==> src/rtl/seq_control_unit.sv <==
// seq_control_unit: one-hot pipeline sequencer with stall, flush, halt/resume and retired-instruction counter
module seq_control_unit #(
    parameter int NUM_STAGES = 3,
    parameter int INCR_STAGE = 1,
    parameter int CNT_WIDTH  = 16
) (
    input  logic                  clk,
    input  logic                  rst,
    input  logic [NUM_STAGES-1:0] stage_ready,
    input  logic                  flush,
    input  logic                  halt_req,
    output logic [NUM_STAGES-1:0] stage_en,
    output logic                  incr_pc,
    output logic                  instr_done,
    output logic                  halted,
    output logic [CNT_WIDTH-1:0]  retired_count,
    output logic [NUM_STAGES:0]   dbg_state
);
    localparam int SW = NUM_STAGES + 1;
    localparam logic [SW-1:0] S0   = SW'(1);
    localparam logic [SW-1:0] HALT = SW'(1) << NUM_STAGES;

    logic [SW-1:0] state, state_nxt;
    logic legal, adv, last;

    // State register; reset parks the unit at fetch
    always_ff @(posedge clk) begin
        if (rst) state <= S0;
        else     state <= state_nxt;
    end

    // Next state: illegal recovery, halt exit, flush, then advance/stall
    always_comb begin
        legal = (state != '0) && ((state & (state - SW'(1))) == '0);
        adv   = legal && |(state[NUM_STAGES-1:0] & stage_ready);
        last  = state[NUM_STAGES-1];
        state_nxt = !legal             ? S0 :
                    state[NUM_STAGES]  ? (halt_req ? HALT : S0) :
                    flush              ? S0 :
                    !adv               ? state :
                    last               ? (halt_req ? HALT : S0) :
                                         state << 1;
    end

    // Outputs: enables mirror the state, strobes only on a clean completion
    always_comb begin
        stage_en   = state[NUM_STAGES-1:0];
        halted     = state[NUM_STAGES];
        dbg_state  = state;
        incr_pc    = !rst && legal && !flush && state[INCR_STAGE] && stage_ready[INCR_STAGE];
        instr_done = !rst && legal && !flush && state[NUM_STAGES-1] && stage_ready[NUM_STAGES-1];
    end

    // Retired-instruction counter, wraps naturally
    always_ff @(posedge clk) begin
        if (rst)             retired_count <= '0;
        else if (instr_done) retired_count <= retired_count + CNT_WIDTH'(1);
    end
endmodule

==> config.mk <==
export PLATFORM = sky130hd
export DESIGN_NAME = seq_control_unit
export DESIGN_NICKNAME = d
export VERILOG_FILES = /design/src/rtl/seq_control_unit.sv
export SDC_FILE = /design/constraint.sdc
export NUM_CORES = 1
export LEC_CHECK = 0
export CELL_PAD_IN_SITES_DETAIL_PLACEMENT = 1
export CELL_PAD_IN_SITES_GLOBAL_PLACEMENT = 1
export CORE_UTILIZATION = 35
export DETAILED_ROUTE_END_ITERATION = 7
export HOLD_SLACK_MARGIN = 0.12
export MAX_ROUTING_LAYER = met4
export PLACE_DENSITY_LB_ADDON = 0.1
export SLEW_MARGIN = 20
export SYNTH_ARGS = -nofsm -noshare
export SYNTH_HDL_FRONTEND = slang
export SYNTH_SLANG_ARGS = --single-unit
==> constraint.sdc <==
create_clock -name clk -period 5 [get_ports clk]
set_input_delay 0.5 -clock clk [delete_from_list [all_inputs] [get_ports clk]]
set_output_delay 0.5 -clock clk [all_outputs]
set_load 0.005 [all_outputs]
==> results_dict.tcl, run 1 <==
set metrics [dict create \
    drc 2 \
    n_fill_cell 359 \
    p_per_area_mw_per_mm2 201 \
    synth-async-reset-ratio 0 \
    cp_data_required_time_ns 4.50 \
    cts_setup_buffers 0 \
    syn_nets 143 \
    internal_power_uw 218 \
    ctsResizeCount 0 \
    syn_to_final_growth_pct 30.3 \
    cts_max_path_buffers 2 \
    cp-startpoint "rst" \
    gp_congestion 0.774 \
    antenna_left 0 \
    die_h_um 58.0 \
    period_minus_slack_ns 3.03 \
    clockRootBuffer "clkbuf_4" \
    yosysTopAreaCell "dfxtp_1" \
    layout-drive-gt1-share 0.0566 \
    cp.arrival_ns 2.53 \
    critical_path_class "primary input to primary output" \
    combPwrFrac 0.092 \
    insertion_delay_ns 0.31 \
    first_global_vias 1005 \
    dieArea_mm2 0.00336 \
    violations "design-rule violations" \
    min_from "retired_count[10]" \
    rows 19 \
    hold_viol 0 \
    yosysMostFrequentCell "dfxtp_1" \
    clock_sinks 20 \
    hp-class "register to register" \
    place_inst 186 \
    dr.pass1.iters 6 \
    reg2reg_slack_ns 2.65 \
    antenna_found_initial 0 \
    wirelength_um 2820 \
    portBuffers 32 \
    leakage_uw 0.000449 \
    place_area_mm2 0.00139 \
    fin_tns_setup_ns 0 \
    hold_depth 2 \
    initial_core_util 0.384 \
    grt_use_total 0.190 \
    seq_area_um2 400 \
    pwr-share-seq 0.567 \
    regToRegEndpoint "retired_count[15]" \
    cp_max_fo 23 \
    drt_iter0_drc 31 \
    synth.area.top_cells "dfxtp_1, a21oi_1, o21ai_0" \
    fin_nets 168 \
    rsz0062_at_grt "false" \
    route.met2.wl_um 1240 \
    grt_max_degree 24 \
    cts_hold_buffers 0 \
    grt_first_pass_wirelength_um 4800 \
    vias_per_cell 5.64 \
    routed-wl-met3_um 93 \
    sw_frac_of_total 0.242 \
    grt_overflow 0 \
    tightestPinTransition_ns 0.787 \
    fin_cells 190 \
    top_layer_used "met4" \
    status "finished with violations" \
    rr_worst_depth 4 \
    clock-skew-final_ns 0.00622 \
    numCtsBuffers 3 \
    slew_headroom 0.474 \
    synth_commonest_cells "dfxtp_1, a21oi_1, nor2_1, o21ai_0, nand2_1" \
    synth_top_area_share 0.365 \
    ys_seq_elements 20 \
    synth_area_mm2 0.00110 \
    ys.flop_type "dfxtp_1" \
    vdd_drop_max_mv 0.104 \
    ioPinCount 33 \
    yosysWarnings 0 \
    fin_util 0.500 \
    hpwl_um 2090 \
    max_freq_mhz 330 \
    p_switching_uw 69.5 \
    design_area_mm2 0.00143 \
    drv_slew 0 \
    path_clk_slew_ns 0.12 \
    core-area_mm2 0.00285 \
    hold_end "retired_count[10]" \
    r2r_start "dbg_state[2]" \
    p_clk_frac 0.341 \
    ys_seq_area_frac 0.365 \
    drv_cap 0 \
    finalSetupViolCount 0 \
    cts_tree "yes" \
    h-tree-depth 1 \
    critPathLaunchType "primary input" \
    post-route-period-util 0.606 \
    die_w_um 58.0 \
    syn_inst 135 \
    yosysUniqueCellTypes 33 \
    wl_per_cell_um 14.9 \
    synth_edf_count 0 \
    cp-end-kind "primary output" \
    vias 1071 \
    wl_met1_um 1470 \
    antenna_cells 0 \
    postSynthAreaPerCell_um2 8.12 \
    multi_input_area_um2 606 \
]
[worst max-delay path, cell delays in order]
cell and delay [ns]:
clkdlybuf4s50_1 0.81, or2_2 0.51, nor3_1 0.18, clkdlybuf4s50_1 0.52
[final cells by class]
cell class,count,share of cell area
clock buffer,4,0.0254
inverter,5,0.0131
multi-input combinational,97,0.424
sequential,20,0.280
tap,31,0.0272
timing repair buffer,33,0.230
[cell usage in the layout (no fill, tap or decap), drive strengths merged]
| cell | count |
|---|---|
| a2111oi | 2 |
| a211oi | 1 |
| a21oi | 13 |
| and4 | 1 |
| buf | 1 |
| clkbuf | 4 |
| clkdlybuf4s50 | 32 |
| dfxtp | 20 |
| ha | 1 |
| inv | 5 |
| mux2 | 1 |
| nand2 | 9 |
| nand2b | 2 |
| nand3 | 5 |
| nand4 | 3 |
| nand4bb | 1 |
| nor2 | 11 |
| nor2b | 3 |
| nor3 | 2 |
| nor3b | 1 |
| nor4 | 2 |
| nor4b | 3 |
| nor4bb | 1 |
| o21ai | 10 |
| o221ai | 1 |
| o31ai | 4 |
| or2 | 1 |
| or3 | 8 |
| or4 | 6 |
| xnor2 | 2 |
| xor2 | 3 |
[kinds of logic (layout without fill, tap and decap cells)]
group	Yosys count	count (layout)	synth area share
flip-flops	20	20	0.365
AND/OR/NAND/NOR	59	59	0.328
XOR/XNOR	5	5	0.0400
AO/OA/AOI/OAI	31	31	0.163
buffers and inverters	18	42	0.0822
multiplexers	1	1	0.0103
adder cells (fa/ha/maj)	1	1	0.0114
[per-layer routing]
metal,global-route usage,up-vias
met3,0.0335,4
met2,0.281,19
met4,0.0408,0
met5,-,-
met1,0.270,511
li1,-,537
[through the flow]
stage	setup slack [ns]	hold WS, ns	power, uW
final	1.97	0.523	288
after global routing	1.81	0.556	302
after CTS	1.95	0.519	291
after detailed placement	1.90	0.499	193
after global placement	1.96	0.485	192
after floorplan	2.84	0.481	180
[state kept, by name (all words and copies together) (netlist names)]
name           flops
dbg_state          4
retired_count     16
[how the worst max path moves through the flow]
stage / endpoint / slack, ns / cells after the start
detailed placement: retired_count[14] / 1.90 / 5
floorplan: incr_pc / 2.84 / 6
global route: incr_pc / 1.81 / 6
CTS: incr_pc / 1.95 / 4
global placement: retired_count[14] / 1.96 / 5
finish: incr_pc / 1.97 / 4
[power groups by stage]
stage          clock [uW]  combinational (uW)  sequential [uW]
6_report             98.0                26.5              163
5_1_grt               109                29.3              164
4_1_cts               101                26.6              163
3_5_place_dp            0                26.6              167
3_3_place_gp            0                26.0              167
2_1_floorplan           0                15.5              165
Note: power is estimated with default switching activity, not from simulation.
==> run 2: changes to the inputs <==
- CORE_UTILIZATION: 35 -> 30
- clock period: 5 -> 2.43 ns (I/O delays scaled with it)
==> run 2 against run 1 <==
Effect of this change:
- via count up 6.1%
- routed wire length rose by 12%
- combinational power grew to 2.6 times the previous value
- highest routed layer unchanged
- sequential power rose by 100%
- die area rose by 16%
- worst hold slack lost 0.012 ns
- register-to-register slack got worse by 2.3 ns
- sequential cell count did not move
- critical path type is now register to primary output
- the flow now finishes without violations
- final cell count rose by 13%
- largest power group unchanged
==> results_dict.tcl, run 2 (same netlist as run 1, synthesis figures left out) <==
set metrics [dict create \
    first_global_vias 1069 \
    fin_cells 214 \
    cp_data_required_time_ns 2.19 \
    pwr-share-seq 0.584 \
    grt_overflow 0 \
    max_freq_mhz 426 \
    fin_tns_setup_ns 0 \
    post-route-period-util 0.965 \
    die_w_um 62.4 \
    dieArea_mm2 0.00390 \
    drt_iter0_drc 37 \
    sw_frac_of_total 0.256 \
    ioPinCount 33 \
    portBuffers 32 \
    reg2reg_slack_ns 0.39 \
    vias_per_cell 5.31 \
    vias 1136 \
    initial_core_util 0.321 \
    top_register "retired_count" \
    seq_area_um2 404 \
    path_clk_slew_ns 0.12 \
    clock_sinks 20 \
    hp-class "register to register" \
    r2r_start "dbg_state[0]" \
    multi_input_area_um2 618 \
    grt_use_total 0.175 \
    leakage_uw 0.000497 \
    hold_end "retired_count[14]" \
    grt_max_degree 15 \
    drv_cap 0 \
    hold_viol 0 \
    n_fill_cell 432 \
    p_clk_frac 0.295 \
    cp.arrival_ns 2.10 \
    p_per_area_mw_per_mm2 374 \
    timing.hold.ws_ns 0.511 \
    cp_max_fo 4 \
    slew_headroom 0.695 \
    mostFrequentLayoutCell "clkdlybuf4s50_1" \
    antenna_found_initial 0 \
    place_inst 211 \
    hold_depth 2 \
    internal_power_uw 423 \
    regToRegEndpoint "retired_count[14]" \
    layout_common_cells "clkdlybuf4s50_1, dfxtp_1, a21oi_1" \
    gp_congestion 0.823 \
    syn_to_final_growth_pct 39.0 \
    drv_slew 0 \
    grt_first_pass_wirelength_um 5220 \
    critical_path_class "register to primary output" \
    finalSetupViolCount 0 \
    dr.pass1.iters 4 \
    tightestPinTransition_ns 0.454 \
    drc 0 \
    fin_nets 178 \
    wl_per_cell_um 14.7 \
    wirelength_um 3150 \
    core-area_mm2 0.00342 \
    rows 21 \
    place_area_mm2 0.00149 \
    cts_tree "yes" \
    clock-skew-final_ns 0.00818 \
    design_area_mm2 0.00152 \
    p_switching_uw 146 \
    antenna_left 0 \
    h-tree-depth 1 \
    cp-end-kind "primary output" \
    cts_hold_buffers 0 \
    die_h_um 62.4 \
    insertion_delay_ns 0.31 \
    numCtsBuffers 3 \
    status "completed" \
    cts_max_path_buffers 2 \
    hpwl_um 2400 \
    critPathLaunchType "register" \
    rr_worst_depth 5 \
    period_minus_slack_ns 2.34 \
    combPwrFrac 0.121 \
    min_from "retired_count[14]" \
    layout-drive-gt1-share 0.137 \
    antenna_cells 0 \
    clockRootBuffer "clkbuf_4" \
    vdd_drop_max_mv 0.187 \
    largest_reg_flops 16 \
]
run 2: cell types whose count changed in the layout (fill, tap and decap cells not counted), sizes merged:
cell / previous run / this run
buf: 1 / 11
clkbuf: 4 / 3
run 2: through the flow:
step	power (uW)	utilization	setup WS (ns)
finish	569	0.446	0.0853
CTS	574	0.444	0.0314
detailed placement	407	0.435	0.0189
floorplan	371	-	0.400
global route	594	0.446	-0.0191
global placement	406	0.435	0.0644
run 2: repair_timing:
item                       CTS  global route
resized for setup            2             3
setup endpoints to repair    1             1
buffers inserted             0             0
run 2: power by group through the flow:
| stage | Combinational [uW] | Clock [uW] | Sequential [uW] |
|---|---|---|---|
| global placement | 66.1 | 0 | 340 |
| detailed placement | 67.3 | 0 | 340 |
| finish | 68.8 | 168 | 333 |
| CTS | 68.3 | 173 | 333 |
| global route | 74.1 | 187 | 334 |
| floorplan | 32.0 | 0 | 339 |
run 2: worst max path at each step:
stage / from / to / slack [ns]
6_report: dbg_state[1] / incr_pc / 0.09
4_1_cts: dbg_state[2] / incr_pc / 0.03
2_1_floorplan: dbg_state[2] / retired_count[15] / 0.40
3_5_place_dp: flush / retired_count[15] / 0.02
3_3_place_gp: flush / retired_count[15] / 0.06
5_1_grt: dbg_state[0] / incr_pc / -0.02
run 2: layout make-up:
class                           count  share of cell area
Clock buffer                        3              0.0148
Inverter                            5              0.0123
Sequential cell                    20               0.265
Timing Repair Buffer               43               0.264
Multi-Input combinational cell     97               0.406
Tap cell                           46              0.0378
run 2: layer usage:
metal,global-route usage,up-vias,share of wire
met3,0.0328,4,0.033
met4,0.0785,0,0.018
met2,0.269,23,0.47
met1,0.223,556,0.48
met5,-,-,0
li1,-,553,-
run 2: worst max-delay path, cell delays in order (launching register included):
cell             delay (ns)
dfxtp_1                0.36
nor4b_2                0.31
a211oi_1               0.10
or2_2                  0.32
nor3_1                 0.19
clkdlybuf4s50_1        0.52
==> run 3: changes to the inputs <==
- CORE_MARGIN: not set -> 5
==> run 3 against run 2 <==
Effect of this change:
- via count shrank 2.3%
- global-route usage down 3.0 points
- combinational power about the same
- clock skew down 0.0061 ns
- routed wire length grew 4.7%
- final cell count grew 1.4%
- critical path type unchanged
- critical endpoint unchanged
- largest power group unchanged
- highest routed layer unchanged
==> results_dict.tcl, run 3 (same netlist as run 1, synthesis figures left out) <==
set metrics [dict create \
    fin_tns_setup_ns 0 \
    finalSetupViolCount 0 \
    vias 1110 \
    clockRootBuffer "clkbuf_8" \
    path_clk_slew_ns 0.07 \
    route.met2.wl_um 1640 \
    layout-drive-gt1-share 0.136 \
    rsz0062_at_grt "false" \
    cts_setup_buffers 0 \
    grt_overflow 0 \
    cts_hold_buffers 0 \
    antenna_found_initial 0 \
    crit_path_max_incr_delay_ns 0.53 \
    portBuffers 32 \
    fin_nets 179 \
    post-route-period-util 0.946 \
    wirelength_um 3300 \
    path_cells "xor2_1 -> a211oi_1 -> or2_2 -> nor3_1 -> clkdlybuf4s50_1" \
    mostFrequentLayoutCell "clkdlybuf4s50_1" \
    vias_per_cell 5.12 \
    core-area_mm2 0.00361 \
    critical_path_class "register to primary output" \
    drt_iter0_drc 31 \
    pre_cts_slack_ns 0.0606 \
    first_global_vias 1175 \
    period_minus_slack_ns 2.30 \
    rows 22 \
    antenna_cells 0 \
    worst_slack_ns 0.131 \
    insertion_delay_ns 0.26 \
    cp_max_fo 13 \
    grt_first_pass_wirelength_um 5730 \
    wl_per_cell_um 15.2 \
    slew_headroom 0.723 \
    grt_use_total 0.145 \
    hold_viol 0 \
    h-tree-depth 1 \
    wl_met1_um 1510 \
    status "completed" \
    initial_core_util 0.304 \
    top_register "retired_count" \
    cts_max_path_buffers 2 \
    largest_reg_flops 16 \
    cp_data_required_time_ns 2.19 \
    die_w_um 70.4 \
    grt_max_degree 15 \
    drv_slew 0 \
    ioPinCount 33 \
    critPathLaunchType "register" \
    dr.pass1.iters 2 \
    clock_sinks 20 \
    max_freq_mhz 435 \
    antenna_left 0 \
    tightestPinTransition_ns 0.405 \
    numCtsBuffers 3 \
    top_layer_used "met4" \
    p_per_area_mw_per_mm2 399 \
    clock-skew-final_ns 0.00212 \
    cp.arrival_ns 2.06 \
    layout_common_cells "clkdlybuf4s50_1, dfxtp_1, a21oi_1" \
    hp-class "register to register" \
    die_h_um 70.4 \
    syn_to_final_growth_pct 41.6 \
    routed-wl-met3_um 114 \
    gp_congestion 0.822 \
    dieArea_mm2 0.00496 \
    vdd_drop_max_mv 0.201 \
    cts_tree "yes" \
    drc 0 \
    fin_total_pwr_uw 619 \
    leakage_uw 0.000506 \
    slowest_stage "clkdlybuf4s50_1" \
    drv_cap 0 \
    cp-end-kind "primary output" \
    hpwl_um 2600 \
]
run 3: cell count changes in the layout (fill, tap and decap cells not counted):
cell,change
clkbuf_4,-3
clkbuf_8,+3
buf_4,+1
dfxtp_1,+1
dfxtp_2,-1
run 3: path summary, 6_finish.rpt:
check | startpoint | cells after the start | end | slack, ns
worst max-delay path | dbg_state[3] | 5 | incr_pc | 0.13
worst max register to register | dbg_state[3] | 4 | retired_count[14] | 0.37
worst min-delay path | retired_count[1] | 2 | retired_count[1] | 0.51
worst min register to register | retired_count[1] | 2 | retired_count[1] | 0.51
run 3: power breakdown:
part / internal (uW) / switching, uW / total [uW]
registers: 330 / 2.94 / 333
clock network: 110 / 107 / 217
logic: 35.8 / 33.1 / 68.9
run 3: critical path: cells and delay by family, from the launching register on:
| family | cells | cell delay, ns |
|---|---|---|
| buf+inv | 1 | 0.53 |
| flops | 1 | 0.49 |
| simple gates | 2 | 0.49 |
| xor+xnor | 1 | 0.18 |
| compound gates | 1 | 0.10 |
run 3: metrics by stage:
step           cells  hold slack, ns  utilization  area (um2)
3_3_place_gp     214           0.489        0.415        1500
6_report         217           0.510        0.430        1550
4_1_cts          217           0.516        0.428        1540
3_5_place_dp     214           0.502        0.415        1500
5_1_grt          217           0.551        0.430        1550
2_1_floorplan    135           0.333            -        1100
run 3: layer usage:
metal / vias up / GRT usage
li1: 549 / -
met1: 536 / 0.177
met2: 19 / 0.237
met3: 6 / 0.0403
met4: 0 / 0.0340
met5: - / -
run 3: area by class of cell:
type / count / area [um2]
fillers: 432 / 2050
multi-input cells: 97 / 618
repair buffers: 44 / 410
flip-flops and latches: 20 / 403
well taps: 48 / 60.1
clock buffers: 3 / 41.3
inverters: 5 / 18.8
run 3: repair_timing:
action,4_1_cts,5_1_grt
gates cloned,0,0
setup endpoints to repair,1,1
endpoints found under the hold margin,0,0
gates resized for setup,2,2
